[config.mk]
export PLATFORM = sky130hd
export DESIGN_NAME = mov_sequencer
export DESIGN_NICKNAME = d
export VERILOG_FILES = /design/src/rtl/mov_sequencer.sv
export SDC_FILE = /design/constraint.sdc
export NUM_CORES = 1
export LEC_CHECK = 0
export CORE_MARGIN = 5
export CORE_UTILIZATION = 50
export DETAILED_ROUTE_END_ITERATION = 12
export PLACE_DENSITY = 0.81
export SLEW_MARGIN = 15
export SYNTH_ARGS = -nofsm -noshare
export SYNTH_HDL_FRONTEND = slang
export SYNTH_SLANG_ARGS = --single-unit
[constraint.sdc]
create_clock -name clk -period 2.91 [get_ports clk]
set_clock_uncertainty 0.05 [all_clocks]
set_input_delay 0.7275 -clock clk [delete_from_list [all_inputs] [get_ports clk]]
set_output_delay 0.7275 -clock clk [all_outputs]
set_load 0.1 [all_outputs]
[src/rtl/mov_sequencer.sv]
// mov_sequencer: decodes the 8086 MOV (B0-BF, 88-8B) byte stream into register-file read/write cycles.
// Latency: done pulses WRITE_HOLD+1 cycles after the last immediate byte, WRITE_HOLD+2 after a ModR/M byte.
// Backpressure: byte_ready is low while reading or writing; no byte is consumed until byte_valid && byte_ready.
//
// Build option XCHG_EN: when defined, 86/87 (XCHG reg, rm; register form only) are also accepted.
//
// Ports:
//   clk, reset (async, active-low)      clock and reset
//   byte_in/byte_valid/byte_ready       instruction byte stream handshake
//   rf_direction (1 = write)            register-file transfer direction
//   rf_word_size (1 = 16-bit)           register-file width select
//   rf_reg_sel, rf_data_in, rf_data_out register-file select and data
//   busy, done, illegal                 status; done/illegal are one-cycle pulses
module mov_sequencer #(
  parameter int WRITE_HOLD = 2
) (
  input  logic        clk,
  input  logic        reset,
  input  logic [7:0]  byte_in,
  input  logic        byte_valid,
  output logic        byte_ready,
  output logic        rf_direction,
  output logic        rf_word_size,
  output logic [2:0]  rf_reg_sel,
  output logic [15:0] rf_data_in,
  input  logic [15:0] rf_data_out,
  output logic        busy,
  output logic        done,
  output logic        illegal
);

  typedef enum logic [2:0] {
    S_OPC    = 3'd0,
    S_MODRM  = 3'd1,
    S_IMM_LO = 3'd2,
    S_IMM_HI = 3'd3,
    S_READ   = 3'd4,
    S_WRITE  = 3'd5
  } state_t;

  localparam logic [1:0] HOLD_LAST = 2'(WRITE_HOLD - 1);

  state_t      state_q, state_d;
  logic        w_q, w_d;
  logic        d_bit_q, d_bit_d;     // opcode bit 1: 1 = reg is destination
  logic [2:0]  src_q, src_d;
  logic [2:0]  dst_q, dst_d;
  logic [15:0] data_q, data_d;
  logic [1:0]  hold_q, hold_d;
  logic        done_q, done_d;
  logic        illegal_q, illegal_d;
`ifdef XCHG_EN
  logic        xchg_q, xchg_d;
  logic        second_q, second_d;   // second read / second write of an exchange
  logic [15:0] data2_q, data2_d;
`endif

  logic accept;

  // 8086 register code to register-file encoding. 16-bit codes 4..7 are
  // rejected before this is called, so code[2] only matters for bytes.
  function automatic logic [2:0] map_sel(input logic w, input logic [2:0] code);
    logic [2:0] sel;
    if (w) begin
      case (code[1:0])
        2'd0:    sel = 3'd0;  // AX
        2'd1:    sel = 3'd2;  // CX
        2'd2:    sel = 3'd3;  // DX
        default: sel = 3'd1;  // BX
      endcase
    end else begin
      case (code)
        3'd0:    sel = 3'd0;  // AL
        3'd1:    sel = 3'd4;  // CL
        3'd2:    sel = 3'd6;  // DL
        3'd3:    sel = 3'd2;  // BL
        3'd4:    sel = 3'd1;  // AH
        3'd5:    sel = 3'd5;  // CH
        3'd6:    sel = 3'd7;  // DH
        default: sel = 3'd3;  // BH
      endcase
    end
    return sel;
  endfunction

  assign accept     = byte_valid && byte_ready;
  assign busy       = (state_q != S_OPC);
  assign done       = done_q;
  assign illegal    = illegal_q;
  assign byte_ready = (state_q == S_OPC) || (state_q == S_MODRM) ||
                      (state_q == S_IMM_LO) || (state_q == S_IMM_HI);

  always_comb begin
    state_d      = state_q;
    w_d          = w_q;
    d_bit_d      = d_bit_q;
    src_d        = src_q;
    dst_d        = dst_q;
    data_d       = data_q;
    hold_d       = hold_q;
    done_d       = 1'b0;
    illegal_d    = 1'b0;
`ifdef XCHG_EN
    xchg_d       = xchg_q;
    second_d     = second_q;
    data2_d      = data2_q;
`endif
    rf_direction = 1'b0;
    rf_word_size = 1'b0;
    rf_reg_sel   = 3'd0;
    rf_data_in   = 16'h0000;

    case (state_q)
      S_OPC: begin
        if (accept) begin
`ifdef XCHG_EN
          xchg_d   = 1'b0;
          second_d = 1'b0;
`endif
          casez (byte_in)
            8'b1011_0???: begin
              w_d     = 1'b0;
              dst_d   = map_sel(1'b0, byte_in[2:0]);
              state_d = S_IMM_LO;
            end
            8'b1011_1???: begin
              if (byte_in[2]) begin
                illegal_d = 1'b1;  // SP/BP/SI/DI are not in the register file
              end else begin
                w_d     = 1'b1;
                dst_d   = map_sel(1'b1, byte_in[2:0]);
                state_d = S_IMM_LO;
              end
            end
            8'b1000_10??: begin
              w_d     = byte_in[0];
              d_bit_d = byte_in[1];
              state_d = S_MODRM;
            end
`ifdef XCHG_EN
            8'b1000_011?: begin
              // Exchange reads reg first, so it routes like 88/89 (src = reg).
              w_d     = byte_in[0];
              d_bit_d = 1'b0;
              xchg_d  = 1'b1;
              state_d = S_MODRM;
            end
`endif
            default: illegal_d = 1'b1;
          endcase
        end
      end

      S_MODRM: begin
        if (accept) begin
          if ((byte_in[7:6] != 2'b11) || (w_q && (byte_in[5] || byte_in[2]))) begin
            illegal_d = 1'b1;
            state_d   = S_OPC;
          end else begin
            if (d_bit_q) begin
              dst_d = map_sel(w_q, byte_in[5:3]);
              src_d = map_sel(w_q, byte_in[2:0]);
            end else begin
              src_d = map_sel(w_q, byte_in[5:3]);
              dst_d = map_sel(w_q, byte_in[2:0]);
            end
            state_d = S_READ;
          end
        end
      end

      S_IMM_LO: begin
        if (accept) begin
          data_d  = {8'h00, byte_in};
          hold_d  = 2'd0;
          state_d = w_q ? S_IMM_HI : S_WRITE;
        end
      end

      S_IMM_HI: begin
        if (accept) begin
          data_d[15:8] = byte_in;
          hold_d       = 2'd0;
          state_d      = S_WRITE;
        end
      end

      S_READ: begin
        rf_word_size = w_q;
        hold_d       = 2'd0;
`ifdef XCHG_EN
        rf_reg_sel = second_q ? dst_q : src_q;
        if (xchg_q && !second_q) begin
          data_d   = w_q ? rf_data_out : {8'h00, rf_data_out[7:0]};
          second_d = 1'b1;
        end else if (xchg_q) begin
          data2_d  = w_q ? rf_data_out : {8'h00, rf_data_out[7:0]};
          second_d = 1'b0;
          state_d  = S_WRITE;
        end else begin
          data_d  = w_q ? rf_data_out : {8'h00, rf_data_out[7:0]};
          state_d = S_WRITE;
        end
`else
        rf_reg_sel = src_q;
        data_d     = w_q ? rf_data_out : {8'h00, rf_data_out[7:0]};
        state_d    = S_WRITE;
`endif
      end

      S_WRITE: begin
        rf_direction = 1'b1;
        rf_word_size = w_q;
`ifdef XCHG_EN
        // First write: rm <- reg. Second write: reg <- rm.
        rf_reg_sel = second_q ? src_q : dst_q;
        rf_data_in = second_q ? data2_q : data_q;
`else
        rf_reg_sel = dst_q;
        rf_data_in = data_q;
`endif
        if (!w_q) rf_data_in[15:8] = 8'h00;
        if (hold_q == HOLD_LAST) begin
          hold_d = 2'd0;
`ifdef XCHG_EN
          if (xchg_q && !second_q) begin
            second_d = 1'b1;
          end else begin
            state_d = S_OPC;
            done_d  = 1'b1;
          end
`else
          state_d = S_OPC;
          done_d  = 1'b1;
`endif
        end else begin
          hold_d = hold_q + 2'd1;
        end
      end

      default: state_d = S_OPC;
    endcase
  end

  always_ff @(posedge clk or negedge reset) begin
    if (!reset) begin
      state_q   <= S_OPC;
      w_q       <= 1'b0;
      d_bit_q   <= 1'b0;
      src_q     <= 3'd0;
      dst_q     <= 3'd0;
      data_q    <= 16'h0000;
      hold_q    <= 2'd0;
      done_q    <= 1'b0;
      illegal_q <= 1'b0;
`ifdef XCHG_EN
      xchg_q    <= 1'b0;
      second_q  <= 1'b0;
      data2_q   <= 16'h0000;
`endif
    end else begin
      state_q   <= state_d;
      w_q       <= w_d;
      d_bit_q   <= d_bit_d;
      src_q     <= src_d;
      dst_q     <= dst_d;
      data_q    <= data_d;
      hold_q    <= hold_d;
      done_q    <= done_d;
      illegal_q <= illegal_d;
`ifdef XCHG_EN
      xchg_q    <= xchg_d;
      second_q  <= second_d;
      data2_q   <= data2_d;
`endif
    end
  end

endmodule

==> results_tabular.tex <==
\begin{tabular}{lr}
\hline
Metric & Value \\
\hline
\multicolumn{2}{l}{\textbf{Synth}} \\
\quad Flop and latch count out of synthesis & 31 \\
\quad Syn nets & 262 \\
\quad Total number of yosys warnings & 0 \\
\quad Count of cell types in the netlist & 54 \\
\quad Post-Syn Area per Cell & 9.09 µm² \\
\quad Top cells by area in the synthesized netlist & dfrtp\_1 38\%, a22oi\_1 5.9\%, ha\_1 5.5\% \\
\quad Post-Syn Instances & 226 \\
\quad Share of the synthesized area in the top cell type & 37.8\% \\
\quad Number of enable-type register cells in the synthesized netlist & 0 \\
\quad Most used flip-flop cell after synthesis & dfrtp\_1 \\
\quad Sequential share of the synthesized area & 37.8\% \\
\quad Post-synthesis instance area & 2050 µm² \\
\quad Share of flip-flops with an asynchronous set or reset after synthesis & 100\% \\
\quad Largest area contributor in the synthesized netlist & dfrtp\_1 \\
\multicolumn{2}{l}{\textbf{Global routing}} \\
\quad Remaining global-route overflow & 0 \\
\quad Number of antenna violations at the first check in global routing & 0 \\
\quad Largest net degree at the start of global routing & 32 \\
\quad First-pass GRT wire length & 9170 µm \\
\quad Vias in the first global route & 1889 \\
\quad Total global routing track utilization & 22.0\% \\
\multicolumn{2}{l}{\textbf{Floorplanning}} \\
\quad I/O pin count & 52 \\
\quad Area of the core region & 4000 µm² \\
\quad Die Wd & 74.1 µm \\
\quad Row count & 23 \\
\quad Die area & 5490 µm² \\
\quad Starting density of the core & 51.3\% \\
\quad Die height & 74.1 µm \\
\multicolumn{2}{l}{\textbf{Worst setup path}} \\
\quad First element of the critical path & state\_q[2] \\
\quad Endpoint kind of the worst setup timing path & output pin \\
\quad Required arrival time at the worst endpoint & 2130 ps \\
\quad Worst setup SP type & flop \\
\quad Arrival time at the worst endpoint & 1940 ps \\
\quad End of the critical path & rf\_data\_in[8] \\
\quad Slack of the worst reg-to-reg path & 750 ps \\
\quad Worst Setup Path Type & flop to output pin \\
\quad Worst Reg2Reg Path Length in Cells & 4 \\
\quad Source of the worst register-to-register timing path & w\_q \\
\quad Largest fanout on the critical path & 24 \\
\quad Endpoint of the worst-slack reg-to-reg timing path & dst\_q[0] \\
\multicolumn{2}{l}{\textbf{STA}} \\
\quad Period utilization & 93.4\% \\
\quad Min cycle time layout & 2720 ps \\
\quad Highest Clock Rate & 368 MHz \\
\quad Pin slew with the least headroom to its limit & 757 ps \\
\quad Final hold viol count & 0 \\
\quad Final number of setup-violating endpoints & 0 \\
\quad Setup Total Neg Slack & 0 ps \\
\quad Slew Limit Headroom & 49.5\% \\
\quad Final Max Tran Viols & 0 \\
\quad RSZ-0062 raised after global routing & no \\
\multicolumn{2}{l}{\textbf{Drt}} \\
\quad DR WL/cell & 16.8 µm \\
\quad Final antenna-violating net count & 0 \\
\quad Wire length after detailed routing & 5630 µm \\
\quad 1st-pass router iterations & 4 \\
\quad Number of vias per cell & 5.88 \\
\quad Vias & 1976 \\
\quad Iteration-0 DRC Markers & 173 \\
\quad Number of design rule violations left after detail routing & 0 \\
\multicolumn{2}{l}{\textbf{Finish}} \\
\quad Total non-filler cell area in the finished layout & 2980 µm² \\
\quad Combined flip-flop and latch cell area & 776 µm² \\
\quad Area used by multi-input combinational logic & 1180 µm² \\
\quad Layout filler cell count & 278 \\
\quad Inserted Diodes & 0 \\
\quad Share of cells above drive strength 1 & 22.7\% \\
\quad Area growth from synthesis to layout & 45.0\% \\
\quad Final net count & 322 \\
\multicolumn{2}{l}{\textbf{Hold path}} \\
\quad Worst hold-check path type & flop to flop \\
\multicolumn{2}{l}{\textbf{Pwr}} \\
\quad Tot Pwr & 2.38 mW \\
\quad Pwr dens & 798 nW/µm² \\
\quad Worst ir drop on vdd & 0.519 mV \\
\quad Total leakage power & 1.35 nW \\
\multicolumn{2}{l}{\textbf{Status}} \\
\quad Status & finished clean \\
\multicolumn{2}{l}{\textbf{CTS}} \\
\quad Maximum level of the CTS H-tree & 2 \\
\quad Total setup buffers inserted after CTS & 0 \\
\quad CTS tree & done \\
\quad Quantity of hold-fixing buffers added after cts & 0 \\
\quad Number of resized instances in the post-cts repair step & 0 \\
\quad Count of clock tree sinks & 31 \\
\quad Root Buffer Master & clkbuf\_8 \\
\quad Number of buffers on the longest clock path & 2 \\
\quad CTS clock-pin slew for the worst setup and hold paths & 60 ps \\
\quad TritonCTS buffer count & 5 \\
\quad Clock latency reported for the late side of the worst-skew pair & 280 ps \\
\multicolumn{2}{l}{\textbf{Place}} \\
\quad Gpl congestion & 0.907 \\
\quad IO buf count & 51 \\
\quad Placed Area & 2890 µm² \\
\quad Post-DP HPWL & 4310 µm \\
\multicolumn{2}{l}{\textbf{Job}} \\
\quad Max-capacitance violation count & 0 \\
\hline
\end{tabular}
==> Yosys cell counts (2+ instances only) <==
cell type / n
buf_2: 7
nand3_1: 3
nor3b_2: 2
a31oi_1: 2
nand2b_1: 2
a22o_1: 4
o31ai_1: 4
and4_1: 2
o21a_1: 2
a21oi_1: 7
and3_1: 10
or3_1: 2
mux2_1: 2
inv_1: 10
ha_1: 9
clkbuf_1: 5
nor2b_1: 2
mux2i_1: 5
nor2_1: 13
nand2_1: 27
o21bai_1: 2
nor3_1: 5
a22oi_1: 16
and2_1: 10
a21o_1: 4
dfrtp_1: 31
o21ai_1: 11
==> stage by stage <==
stage / cells / util (%) / setup slack (ps) / hold slack, ps
after floorplan: 226 / - / -31.2 / 382
after global placement: 329 / 72.2 / 87.5 / 403
after detailed placement: 329 / 72.2 / 34.7 / 406
after CTS: 336 / 74.4 / 196 / 421
after global routing: 336 / 74.4 / 91.4 / 445
final: 336 / 74.4 / 193 / 414
==> cell type report <==
class                      count  area share [%]
multi-input combinational    171            39.8
timing repair buffer          66            27.7
tap                           50            2.10
clock inverter                 1           0.168
inverter                      11            1.47
clock buffer                   6            2.77
sequential                    31            26.1
==> critical path, cell delays in order (launching register included) <==
cell	delay [ps]
dfrtp_1	590
inv_4	120
nor3b_2	210
buf_4	280
and3_1	250
buf_12	190
==> power breakdown <==
part	switching [mW]	internal [mW]
combinational	0.777	0.464
sequential	0.187	0.606
clock	0.156	0.185
total	1.12	1.26
==> how the worst min path moves through the flow <==
stage / from / to / slack (ps) / cells past startpoint
after global routing: data_q[5] / data_q[5] / 450 / 2
after CTS: data_q[0] / data_q[0] / 420 / 2
final: data_q[5] / data_q[5] / 410 / 2
after detailed placement: data_q[2] / data_q[2] / 410 / 2
after floorplan: reset / d_bit_q / 380 / 0
after global placement: data_q[3] / data_q[3] / 400 / 2
==> cells in the final DEF, fill, tap and decap left out, types with 2 or more instances in the layout <==
cell             instances
and3_1                  10
inv_1                   10
nor2b_1                  2
a21o_1                   4
mux2_1                   2
a22o_1                   4
or3_1                    2
o21a_1                   2
clkbuf_8                 6
mux2i_1                  5
nand2_1                 27
and2_2                   8
o21ai_1                 11
and4_1                   2
and2_1                   2
nor2_1                  13
buf_12                  21
a21oi_1                  7
a31oi_1                  2
nor3b_2                  3
dfrtp_1                 31
nand2b_1                 2
nor3_1                   5
ha_1                     9
buf_4                   19
a22oi_1                 16
o31ai_1                  4
nand3_1                  3
o21bai_1                 2
clkdlybuf4s50_1         26
==> logic make-up (layout without fill, tap and decap cells) <==
| group | count (synthesis) | in the layout | synth area share (%) |
|---|---|---|---|
| multiplexers | 8 | 8 | 4.08 |
| adder cells (fa/ha/maj) | 9 | 9 | 5.48 |
| AO/OA/AOI/OAI | 65 | 65 | 22.7 |
| buffers and inverters | 24 | 84 | 5.30 |
| flip-flops | 31 | 31 | 37.8 |
| AND/OR/NAND/NOR | 89 | 89 | 24.7 |
==> sequential cells by signal, summed over array words and instances (netlist names) <==
| register | flops |
|---|---|
| illegal | 1 |
| dst_q | 3 |
| data_q | 16 |
| w_q | 1 |
| state_q | 3 |
| done | 1 |
| hold_q | 2 |
| d_bit_q | 1 |
| src_q | 3 |
==> metal layers <==
metal	vias up	global-route usage, %	wire, µm
li1	943	-	-
met1	952	27.8	2390
met2	72	37.9	2750
met3	9	4.46	376
met4	0	6.84	116
met5	-	0	0
(Power assumes the default switching activity.)
